### config.mk
export PLATFORM = sky130hd
export DESIGN_NAME = tx
export DESIGN_NICKNAME = d
export VERILOG_FILES = /design/src/rtl/tx.sv
export SDC_FILE = /design/constraint.sdc
export NUM_CORES = 1
export LEC_CHECK = 0
export BUFFER_PORTS_ARGS = -buffer_cell sky130_fd_sc_hd__clkbuf_2
export CAP_MARGIN = 20
export CORE_UTILIZATION = 54
export CTS_CLUSTER_SIZE = 20
export DETAILED_ROUTE_END_ITERATION = 7
export GPL_ROUTABILITY_DRIVEN = 0
export PLACE_DENSITY = 0.76
export SETUP_SLACK_MARGIN = 0.5
export SYNTH_ARGS = -nofsm -noshare
export SYNTH_HDL_FRONTEND = slang
export SYNTH_SLANG_ARGS = --single-unit
### constraint.sdc
create_clock -name clk -period 2.24 [get_ports clk]
set_input_delay 0.112 -clock clk [delete_from_list [all_inputs] [get_ports clk]]
set_output_delay 0.112 -clock clk [all_outputs]
set_load 0.01 [all_outputs]
### src/rtl/tx.sv
// tx -- UART-style serial transmitter.
//
// Frames an 8-bit word as: start bit (0), 7 or 8 data bits LSB first,
// optional even/odd parity bit, then 1 or 2 stop bits (1). The line idles
// high. The frame format is latched together with the data word when a
// frame starts, so the control inputs may change freely during a frame.
//
// Request handshake: start is an active-low, level-sensitive request. It is
// sampled only in IDLE and on the final clock of the last stop bit. On such
// an edge, start=0 latches din/par/snum/dnum and drives the start bit on that
// same edge. No acknowledge is returned, so the source must hold its word
// stable until that edge. Changes to start at any other time are ignored.
//
// Parameters:
//   CLKS_PER_BIT  clock cycles per serial bit (>= 1)
// Ports:
//   clk    system clock, rising edge
//   rst    asynchronous active-low reset
//   dout   registered serial line, idles 1
//   par    parity mode: 00 even, 01 odd, 1x none
//   din    parallel data word
//   start  active-low transmit request (level)
//   snum   stop bits: 0 = two, 1 = one
//   dnum   data length: 0 = 8 bits, 1 = 7 bits (din[6:0])
//
// The FSM state is held in the internal signal 'state' (type state_t).
module tx #(
  parameter int CLKS_PER_BIT = 1
) (
  input  logic       clk,
  input  logic       rst,
  output logic       dout,
  input  logic [1:0] par,
  input  logic [7:0] din,
  input  logic       start,
  input  logic       snum,
  input  logic       dnum
);

  localparam int BW = (CLKS_PER_BIT > 1) ? $clog2(CLKS_PER_BIT) : 1;
  localparam logic [BW-1:0] BAUD_LAST = BW'(CLKS_PER_BIT - 1);

  typedef enum logic [2:0] {
    IDLE   = 3'd0,
    START  = 3'd1,
    DATA   = 3'd2,
    PARITY = 3'd3,
    STOP   = 3'd4
  } state_t;

  state_t        state;
  logic [BW-1:0] baud_cnt;
  logic [2:0]    bit_cnt;   // data bit index in DATA, stop bit index in STOP
  logic [7:0]    shreg;     // captured word, shifted right as bits go out
  logic [1:0]    par_q;
  logic          snum_q;
  logic          dnum_q;
  logic          par_acc;   // running XOR of data bits already driven

  logic bit_end;
  logic stop_last;
  logic accept;

  assign bit_end   = (baud_cnt == BAUD_LAST);
  // The final stop bit is the only one with snum=1, or the second with snum=0.
  assign stop_last = snum_q | bit_cnt[0];
  // A new frame may begin from IDLE or directly at the end of the last stop
  // bit, which gives back-to-back frames with no idle gap.
  assign accept    = ((state == IDLE) || ((state == STOP) && bit_end && stop_last))
                     && !start;

  always_ff @(posedge clk or negedge rst) begin
    if (!rst) begin
      state    <= IDLE;
      dout     <= 1'b1;
      baud_cnt <= '0;
      bit_cnt  <= '0;
      shreg    <= '0;
      par_q    <= '0;
      snum_q   <= 1'b0;
      dnum_q   <= 1'b0;
      par_acc  <= 1'b0;
    end else if (accept) begin
      state    <= START;
      dout     <= 1'b0;
      baud_cnt <= '0;
      bit_cnt  <= '0;
      shreg    <= din;
      par_q    <= par;
      snum_q   <= snum;
      dnum_q   <= dnum;
      par_acc  <= 1'b0;
    end else if (state == IDLE) begin
      dout     <= 1'b1;
      baud_cnt <= '0;
    end else if (!bit_end) begin
      baud_cnt <= baud_cnt + 1'b1;
    end else begin
      baud_cnt <= '0;
      case (state)
        START: begin
          state   <= DATA;
          dout    <= shreg[0];
          par_acc <= par_acc ^ shreg[0];
          shreg   <= {1'b0, shreg[7:1]};
          bit_cnt <= '0;
        end
        DATA: begin
          if (bit_cnt == (dnum_q ? 3'd6 : 3'd7)) begin
            bit_cnt <= '0;
            if (!par_q[1]) begin
              // par_acc already covers every transmitted data bit.
              state <= PARITY;
              dout  <= par_acc ^ par_q[0];
            end else begin
              state <= STOP;
              dout  <= 1'b1;
            end
          end else begin
            bit_cnt <= bit_cnt + 3'd1;
            dout    <= shreg[0];
            par_acc <= par_acc ^ shreg[0];
            shreg   <= {1'b0, shreg[7:1]};
          end
        end
        PARITY: begin
          state   <= STOP;
          dout    <= 1'b1;
          bit_cnt <= '0;
        end
        STOP: begin
          dout <= 1'b1;
          if (stop_last) begin
            state   <= IDLE;
            bit_cnt <= '0;
          end else begin
            bit_cnt <= 3'd1;
          end
        end
        default: begin
          state <= IDLE;
          dout  <= 1'b1;
        end
      endcase
    end
  end

endmodule

==> After elaboration in Yosys (flattened, before gate mapping) <==
Index checks and enable logic that the tools add are counted.
{ "totals": {"word_cells": 71, "register_bits": 21} }
{ "classes": {"n_reduce_logical": 12, "eq_ne": 11, "bitwise_logic": 4, "n_addsub": 2, "n_mux": 33} }
{ "op_table": {"columns": ["cell", "count"], "rows": [
  ["$mux 8", 4],
  ["$mux 3", 10],
  ["$pmux 8 s2", 1],
  ["$mux 1", 14],
  ["$pmux 3 s4", 1],
  ["$ne 3x3->1 const B", 3],
  ["$pmux 3 s3", 1],
  ["$reduce_and 4->1", 2],
  ["$eq 3x2->1 const B", 2],
  ["$pmux 1 s2", 2],
  ["$reduce_bool 4->1", 1],
  ["$add 3x1->3 const B", 1],
  ["$eq 3x1->1 const B", 1],
  ["$eq 3x3->1", 1],
  ["$eq 3x3->1 const B", 1],
  ["$logic_and 1x1->1", 3],
  ["$logic_not 3->1", 1],
  ["$ne 3x1->1 const B", 1],
  ["$reduce_and 3->1", 1],
  ["$reduce_bool 3->1", 1],
  ["$ne 2x1->1 const B", 1],
  ["$ne 2x2->1 const B", 1],
  ["$reduce_or 2->1", 1],
  ["$xor 1x1->1", 2],
  ["5 further kinds", 5]
]} }

==> Depth between registers and ports, before layout <==
Gate-level depths: netlist (run 1).
{ "depth": {"ltp_word": 7, "ltp_mapped": 7} }

==> Worst setup path before layout (run 1) <==
Ideal clock, no wire load.
{ "synth_timing": {"kind": "register to register", "startpoint": "register state[0]", "endpoint": "register dnum_q", "period_less_slack_ps": 1562, "stages_incl_launch_ff": 6, "path_buffers": 2, "setup_slack_ps": 678, "arrival_ps": 1437, "path_cell_list": "dfrtp_1 > buf_6 > or2_0 > or3_1 > buf_6 > mux2_4"} }
{ "synth_via": {"elab_chain_len": 5, "word_cells_on_any_way": 6, "cone_classes": "eq/ne (1); reduce/logical (5)"} }
{ "synth_rtl": {"columns": ["element", "line", "text"], "rows": [
  ["from (decl)", "51", "state_t state;"],
  ["from (signal assigned)", "74", "state <= IDLE;"],
  ["from (signal assigned)", "84", "state <= START;"],
  ["from (signal assigned)", "102", "state <= DATA;"],
  ["$eq 3x3->1", "69", "assign accept = ((state == IDLE) || ((state == STOP) && bit_end && stop_last))"],
  ["$logic_and 1x1->1 (2 in a row)", "69", null],
  ["$logic_or 1x1->1 (*)", "69", null],
  ["$logic_and 1x1->1 (*)", "70", "&& !start;"],
  ["to (signal assigned)", "91", "dnum_q <= dnum;"],
  ["to (decl)", "57", "logic dnum_q;"]
]} }
Mark *: on every way between the ends. The rest lies on a longest branch, timed or not.
A chain may end at the register's enable or synchronous reset.

==> Worst setup path after layout (run 1) <==
{ "layout_timing": {"startpoint": "register state[0]", "endpoint": "register shreg[0]"} }
{ "layout_via": {"elab_chain_len": 7, "word_cells_on_any_way": 17, "cone_classes": "eq/ne (6); mux (4); reduce/logical (7)"} }
{ "layout_rtl": {"columns": ["element", "line", "text"], "rows": [
  ["$eq 3x3->1", "69", null],
  ["$logic_and 1x1->1 (2 in a row)", "69", null],
  ["$logic_or 1x1->1", "69", null],
  ["$logic_and 1x1->1", "70", null],
  ["$ne 3x3->1 (no line) (tied with other cells)", null, null],
  ["$reduce_and 4->1 (no line)", null, null],
  ["to (signal assigned)", "88", "shreg <= din;"],
  ["to (signal assigned)", "105", "shreg <= {1'b0, shreg[7:1]};"],
  ["to (signal assigned)", "123", "shreg <= {1'b0, shreg[7:1]};"],
  ["to (decl)", "54", "logic [7:0] shreg;"]
]} }
Parallel ways exist; a longest one is shown, timed or not. The select of a mux whose other input is x is not followed.

==> out/metrics.yaml, run 1 <==
grt:
  grt_pass1_vias: 686
  grt_overflow_total: 0
  grt_max_degree: 21
  track_usage_pct: 21.7
  antenna_found_initial: 0
  grt_pass1_wl_mm: 3.15
yosys:
  synth_top_area_cell: "dfrtp_1"
  yosysMostFrequentCell: "dfrtp_1"
  syn_nets: 114
  yosys.area.top_type_share_pct: 44.9
  synth_cell_type_count: 32
  ys_top_cells_by_count: "dfrtp_1, nor2_1, a21oi_1, mux2i_1, nand2_1"
  synth-seq-cells: 20
  avgSynthCellArea_um2: 10.8
  yosysSeqAreaShare_pct: 47.3
  yosysWarnings: 0
  synth_area_um2: 1060
  synth_edf_count: 0
  synth_area_leaders: "dfrtp_1, mux2i_1, mux2_4, a21oi_1, nor2_1"
  async_flop_share_pct: 100
  synthFlopType: "dfrtp_1"
  synthCells: 98
power_and_ir_drop:
  intPower_uw: 1010
  p_seq_share_pct: 43.3
  p_switching_uw: 669
  p_comb_share_pct: 46.6
  power_frac_clock_pct: 10.1
  p_leak_uw: 0.000536
  vdd_drop_max_mv: 0.860
  swShare_pct: 39.8
  p_per_area_nw_per_um2: 1450
sta:
  max_freq_ghz: 0.609
  rsz0062_at_grt: "yes"
  skew_ps: 1.04
  period_share_pct: 73.3
  layout_min_cycle_time_ps: 1640
  drv_slew: 0
  setup_tns_ps: 0
  setup_slack_ps: 599
  hold_viol: 0
  worstMarginPinSlew_ps: 479
  slew_headroom_pct: 68.0
  setup_violations: 0
min_path:
  hp-class: "in -> reg"
routing:
  wirelength_mm: 1.91
  ant_nets: 0
  route.detailed.drc: 0
  drtPass1Iterations: 4
  drt-initial-drc-count: 23
  routed-via-count: 755
  vias_per_cell: 5.43
  wire_per_inst_um: 13.7
cells_and_area:
  area_growth_pct: 9.44
  ff_latch_area_um2: 504
  n_antenna_cell: 0
  drive_above_1_share_pct: 25.4
  nets: 131
  multi_input_area_um2: 490
  fillers: 150
  stdcell_area_um2: 1160
cts:
  h-tree-depth: 1
  post-cts-setup-buffer-count: 0
  clockBufferDepth: 2
  cts-root-buf: "clkbuf_4"
  clk_latency_ps: 290
  cts_tree: "built"
  cts_sinks: 20
  numCtsBuffers: 3
  clk_pin_slew_ps: 100
flow_run:
  maxCapViolations: 0
placement:
  dp_slack_ps: 491
  place.port_buffers: 15
  dp_hpwl_mm: 1.39
  place_area_um2: 1110
die:
  std_cell_rows: 15
  die-area_um2: 2140
  core_area_um2: 1780
  die_x_um: 46.3
  io_pins: 16
  initial_core_util_pct: 59.4
  dieHeight_um: 46.3
critical_path:
  cp_data_required_time_ps: 2420
  worstPathArrival_ps: 1820
  endpoint_kind: "flip-flop"
  cp-start-kind: "flip-flop"
  path_class: "reg -> reg"
  cp_max_fo: 19
outcome:
  status: "finished, final reports clean"
==> repair_timing <==
item                                    in CTS  in global routing
endpoints found under the setup margin      10                 10
gates resized for setup                      1                  4
hold buffers                                 1                  0
hold endpoints to repair                    19                  0
==> state kept, by name (all words and copies together) (netlist names) <==
name	flops
shreg	8
dout	1
state	3
par_acc	1
snum_q	1
dnum_q	1
bit_cnt	3
par_q	2
==> routing by layer <==
metal | up-vias | GRT usage [%] | part of all wire [%]
li1 | 381 | - | -
met1 | 346 | 28.2 | 45
met2 | 26 | 32.5 | 49
met5 | - | 0 | 0
met3 | 2 | 8.24 | 5.1
met4 | 0 | 7.65 | 0.63
==> final timing paths <==
kind / startpoint / endpoint / slack (ps) / cells past startpoint
worst max-delay path: state[0] / shreg[0] / 600 / 5
min in group asynchronous: rst / state[2] / 290 / 2
max in group asynchronous: rst / state[0] / 1600 / 2
worst max register to register: state[0] / shreg[0] / 600 / 5
worst min-delay path: din[7] / shreg[7] / 40 / 3
worst min register to register: par_acc / par_acc / 500 / 1
==> power by group through the flow <==
stage,Combinational (µW),Sequential (µW),Clock (µW)
after CTS,773,722,180
after global placement,733,718,0
final,784,730,170
after global routing,880,751,201
after detailed placement,761,726,0
after floorplan,724,674,0
==> metrics by stage <==
step	hold slack [ps]	instances	utilization, %	power (µW)
floorplan	-184	98	-	1400
global route	9.49	139	65.1	1830
finish	35.1	139	65.1	1680
global placement	96.4	134	62.3	1450
CTS	23.4	139	64.6	1680
detailed placement	96.0	134	62.3	1490
==> area by class of cell <==
type	instances	area share, %
clock buffers	4	2.27
well taps	25	2.70
flip-flops and latches	20	43.5
multi-input cells	69	42.3
repair buffers	17	7.98
inverters	4	1.29
==> placed cells by master (no fill, tap or decap), types with 4 or more instances in the layout <==
cell	count
mux2i_1	8
a21oi_1	9
o21ai_0	4
inv_1	4
nor2_1	10
dfrtp_1	17
clkbuf_2	15
mux2_4	4
nand2_1	7
==> logic make-up after synthesis <==
family / after synthesis / share of synthesized area (%)
buffers and inverters: 9 / 7.32
xor gates and xnor gates: 4 / 3.31
AOI/OAI and AO/OA: 24 / 14.4
and+or+nand+nor: 27 / 12.3
adders and majority gates: 1 / 1.18
muxes: 13 / 14.2
DFF: 20 / 47.3
==> critical path, stage by stage, from the launching register on <==
cell and delay [ps]:
dfrtp_2 470, or2_0 270, or3_4 400, buf_4 220
nor2_1 110, a21oi_1 50
No activity file was read; power rests on OpenSTA's default activity.
==> inputs of run 2 (changes only) <==
- ABC_AREA: not set -> 1
- CORE_ASPECT_RATIO: not set -> 1.75
- CORE_UTILIZATION: 54 -> 50
- PLACE_DENSITY: 0.76 -> 0.74
- clock period: 2.24 -> 1.3 ns (I/O delays scaled with it)
==> run 2 against run 1 <==
Net effect: first-iteration DRC count is 100% higher; global-route usage is 4.7 points higher; die area is 17% higher; hold slack better by 1.2 ps; fmax is 27% higher; critical path depth is 4 higher; clock power is 110% higher; register-to-register slack worse by 590 ps.
==> out/metrics.yaml, run 2 <==
critical_path:
  cp_max_fo: 7
  worstPathArrival_ps: 1490
  cp_data_required_time_ps: 1500
  cp_slowest_cell: "dfrtp_1"
  rrSetupSlack_ps: 10
  reg2reg_to: "shreg[5]"
  crit_chain: "inv_2 > nand2_2 > nand2_2 > nor2_4 > nand2_4 > nand2_4 > nand2_8 > nand2_1 > nand2_1"
  r2r_start: "bit_cnt[0]"
  cp-start-kind: "flip-flop"
  cp_top_family: "simple AND/OR/NAND/NOR gates"
  worstRegToRegCells: 9
  cpPeakStageDelay_ps: 430
  endpoint_kind: "flip-flop"
  path_buf_inv: 1
  path_class: "reg -> reg"
cts:
  h-tree-depth: 1
  cts_sinks: 20
  clk_pin_slew_ps: 120
  cts-root-buf: "clkbuf_4"
  cts_tree: "built"
  numCtsBuffers: 3
  clk_latency_ps: 310
  clockBufferDepth: 2
cells_and_area:
  top_register: "shreg"
  n_antenna_cell: 0
  layout_common_cells: "nand2_1, dfrtp_1, buf_4"
  top_regs: "shreg: 8 flops, bit_cnt: 3 flops, state: 3 flops"
  nets: 216
  drive_above_1_share_pct: 37.2
  largest_reg_flops: 8
  stdcell_area_um2: 1630
  area_growth_pct: 40.6
  layout_commonest_cell: "nand2_1"
  post-route-util_pct: 75.8
routing:
  route.detailed.drc: 0
  ant_nets: 0
  wirelength_mm: 2.89
  vias_per_cell: 5.34
  routed-via-count: 1191
  wire_per_inst_um: 13.0
  drt-initial-drc-count: 46
  drtPass1Iterations: 4
die:
  initial_core_util_pct: 53.9
  core_area_um2: 2150
  dieHeight_um: 65.6
  io_pins: 16
  std_cell_rows: 22
  die_x_um: 38.4
  die-area_um2: 2520
sta:
  period_share_pct: 99.3
  setup_violations: 0
  max_freq_ghz: 0.775
  hold_viol: 0
  worstMarginPinSlew_ps: 514
  drv_slew: 0
  skew_ps: 7.48
  rsz0062_at_grt: "yes"
  layout_min_cycle_time_ps: 1290
  slew_headroom_pct: 65.7
placement:
  dp_hpwl_mm: 1.81
  place_area_um2: 1310
  place.port_buffers: 15
min_path:
  hold_end: "shreg[0]"
  holdCritStartpoint: "din[0]"
  hp-class: "in -> reg"
  hold_depth: 5
yosys:
  synth-seq-cells: 20
  synth_edf_count: 0
  synthCells: 153
  ys_top_cells_by_count: "nand2_1, dfrtp_1, nand3_1"
  synth_area_leaders: "dfrtp_1, nand2_1, nand3_1, nand4_1, dfstp_2"
  synth_top_area_cell: "dfrtp_1"
  synthFlopType: "dfrtp_1"
  yosys.area.top_type_share_pct: 41.1
  avgSynthCellArea_um2: 7.56
  syn_nets: 169
  synth_area_um2: 1160
  yosysWarnings: 0
  async_flop_share_pct: 100
  yosysMostFrequentCell: "nand2_1"
  yosysSeqAreaShare_pct: 43.4
  synth_cell_type_count: 26
power_and_ir_drop:
  vdd_drop_max_mv: 1.23
  p_leak_uw: 0.000884
  p_per_area_nw_per_um2: 2240
grt:
  track_usage_pct: 26.4
  grt_pass1_wl_mm: 4.69
  grt_pass1_vias: 1165
  grt_max_degree: 21
  antenna_found_initial: 0
  grt_overflow_total: 0
outcome:
  status: "finished, final reports clean"
flow_run:
  maxCapViolations: 0
==> run 2: cell types whose count changed after synthesis, moves of 5 or more <==
cell / delta
nand2_1: +58
mux2i_1: -9
a21oi_1: -7
nand3_1: +16
nand4_1: +5
o21ai_1: +5
==> run 2: worst max-delay path by stage <==
stage / to / cells after the start / startpoint
final: shreg[5] / 9 / bit_cnt[0]
after floorplan: shreg[2] / 9 / state[1]
after global placement: shreg[4] / 9 / state[0]
after detailed placement: shreg[6] / 9 / state[0]
after CTS: bit_cnt[2] / 7 / state[0]
after global routing: shreg[4] / 9 / dnum_q
==> run 2: timing repair <==
action	in CTS	in global routing
hold buffers	6	0
setup endpoints to repair	21	21
buffers inserted	4	6
endpoints found under the hold margin	24	0
gates cloned	2	2
pin swaps	5	8
gates resized for setup	9	19
==> run 2: cell type report <==
cell class                      count  area (µm²)
Multi-Input combinational cell    120         683
Fill cell                         154         519
Sequential cell                    20         502
Timing Repair Buffer               41         303
Inverter                           13        62.6
Clock buffer                        4        36.3
Tap cell                           24        30.0
Timing Repair inverter              1        11.3
==> run 2: per-stage QoR <==
step / hold WS [ps] / total power (µW) / setup TNS, ps / setup WS [ps] / std cells
detailed placement: 56.5 / 2710 / -52.1 / -17.4 / 199
CTS: 37.0 / 3290 / 0 / 7.83 / 215
global route: 56.2 / 3930 / -604 / -64.5 / 223
global placement: 56.5 / 2650 / -6.44 / -6.44 / 199
floorplan: -231 / 2260 / 0 / 81.1 / 153
finish: 36.3 / 3650 / 0 / 9.67 / 223
==> run 2: routing by layer <==
layer	track usage (%)	vias up	wire, µm
li1	-	584	-
met1	27.5	554	1080
met2	47.7	42	1610
met3	4.05	11	113
met4	13.4	0	82
met5	0	-	0
==> run 2: kinds of logic after synthesis <==
logic type	Yosys count	synth area share, %
AND/OR/NAND/NOR	102	40.9
adder cells (fa/ha/maj)	1	1.08
AO/OA/AOI/OAI	12	6.05
XOR/XNOR	2	1.51
buffers and inverters	16	7.14
flip-flops	20	43.4
==> run 2: worst min-delay path, cell delays in order <==
cell      delay [ps]
clkbuf_2          70
nand2_1           40
nand2_1           50
nand2_1           40
nand2_1           40
==> run 2: where the power goes <==
| part | switching, µW | internal (µW) |
|---|---|---|
| Combinational | 1280 | 925 |
| Sequential | 185 | 892 |
| Clock | 194 | 171 |
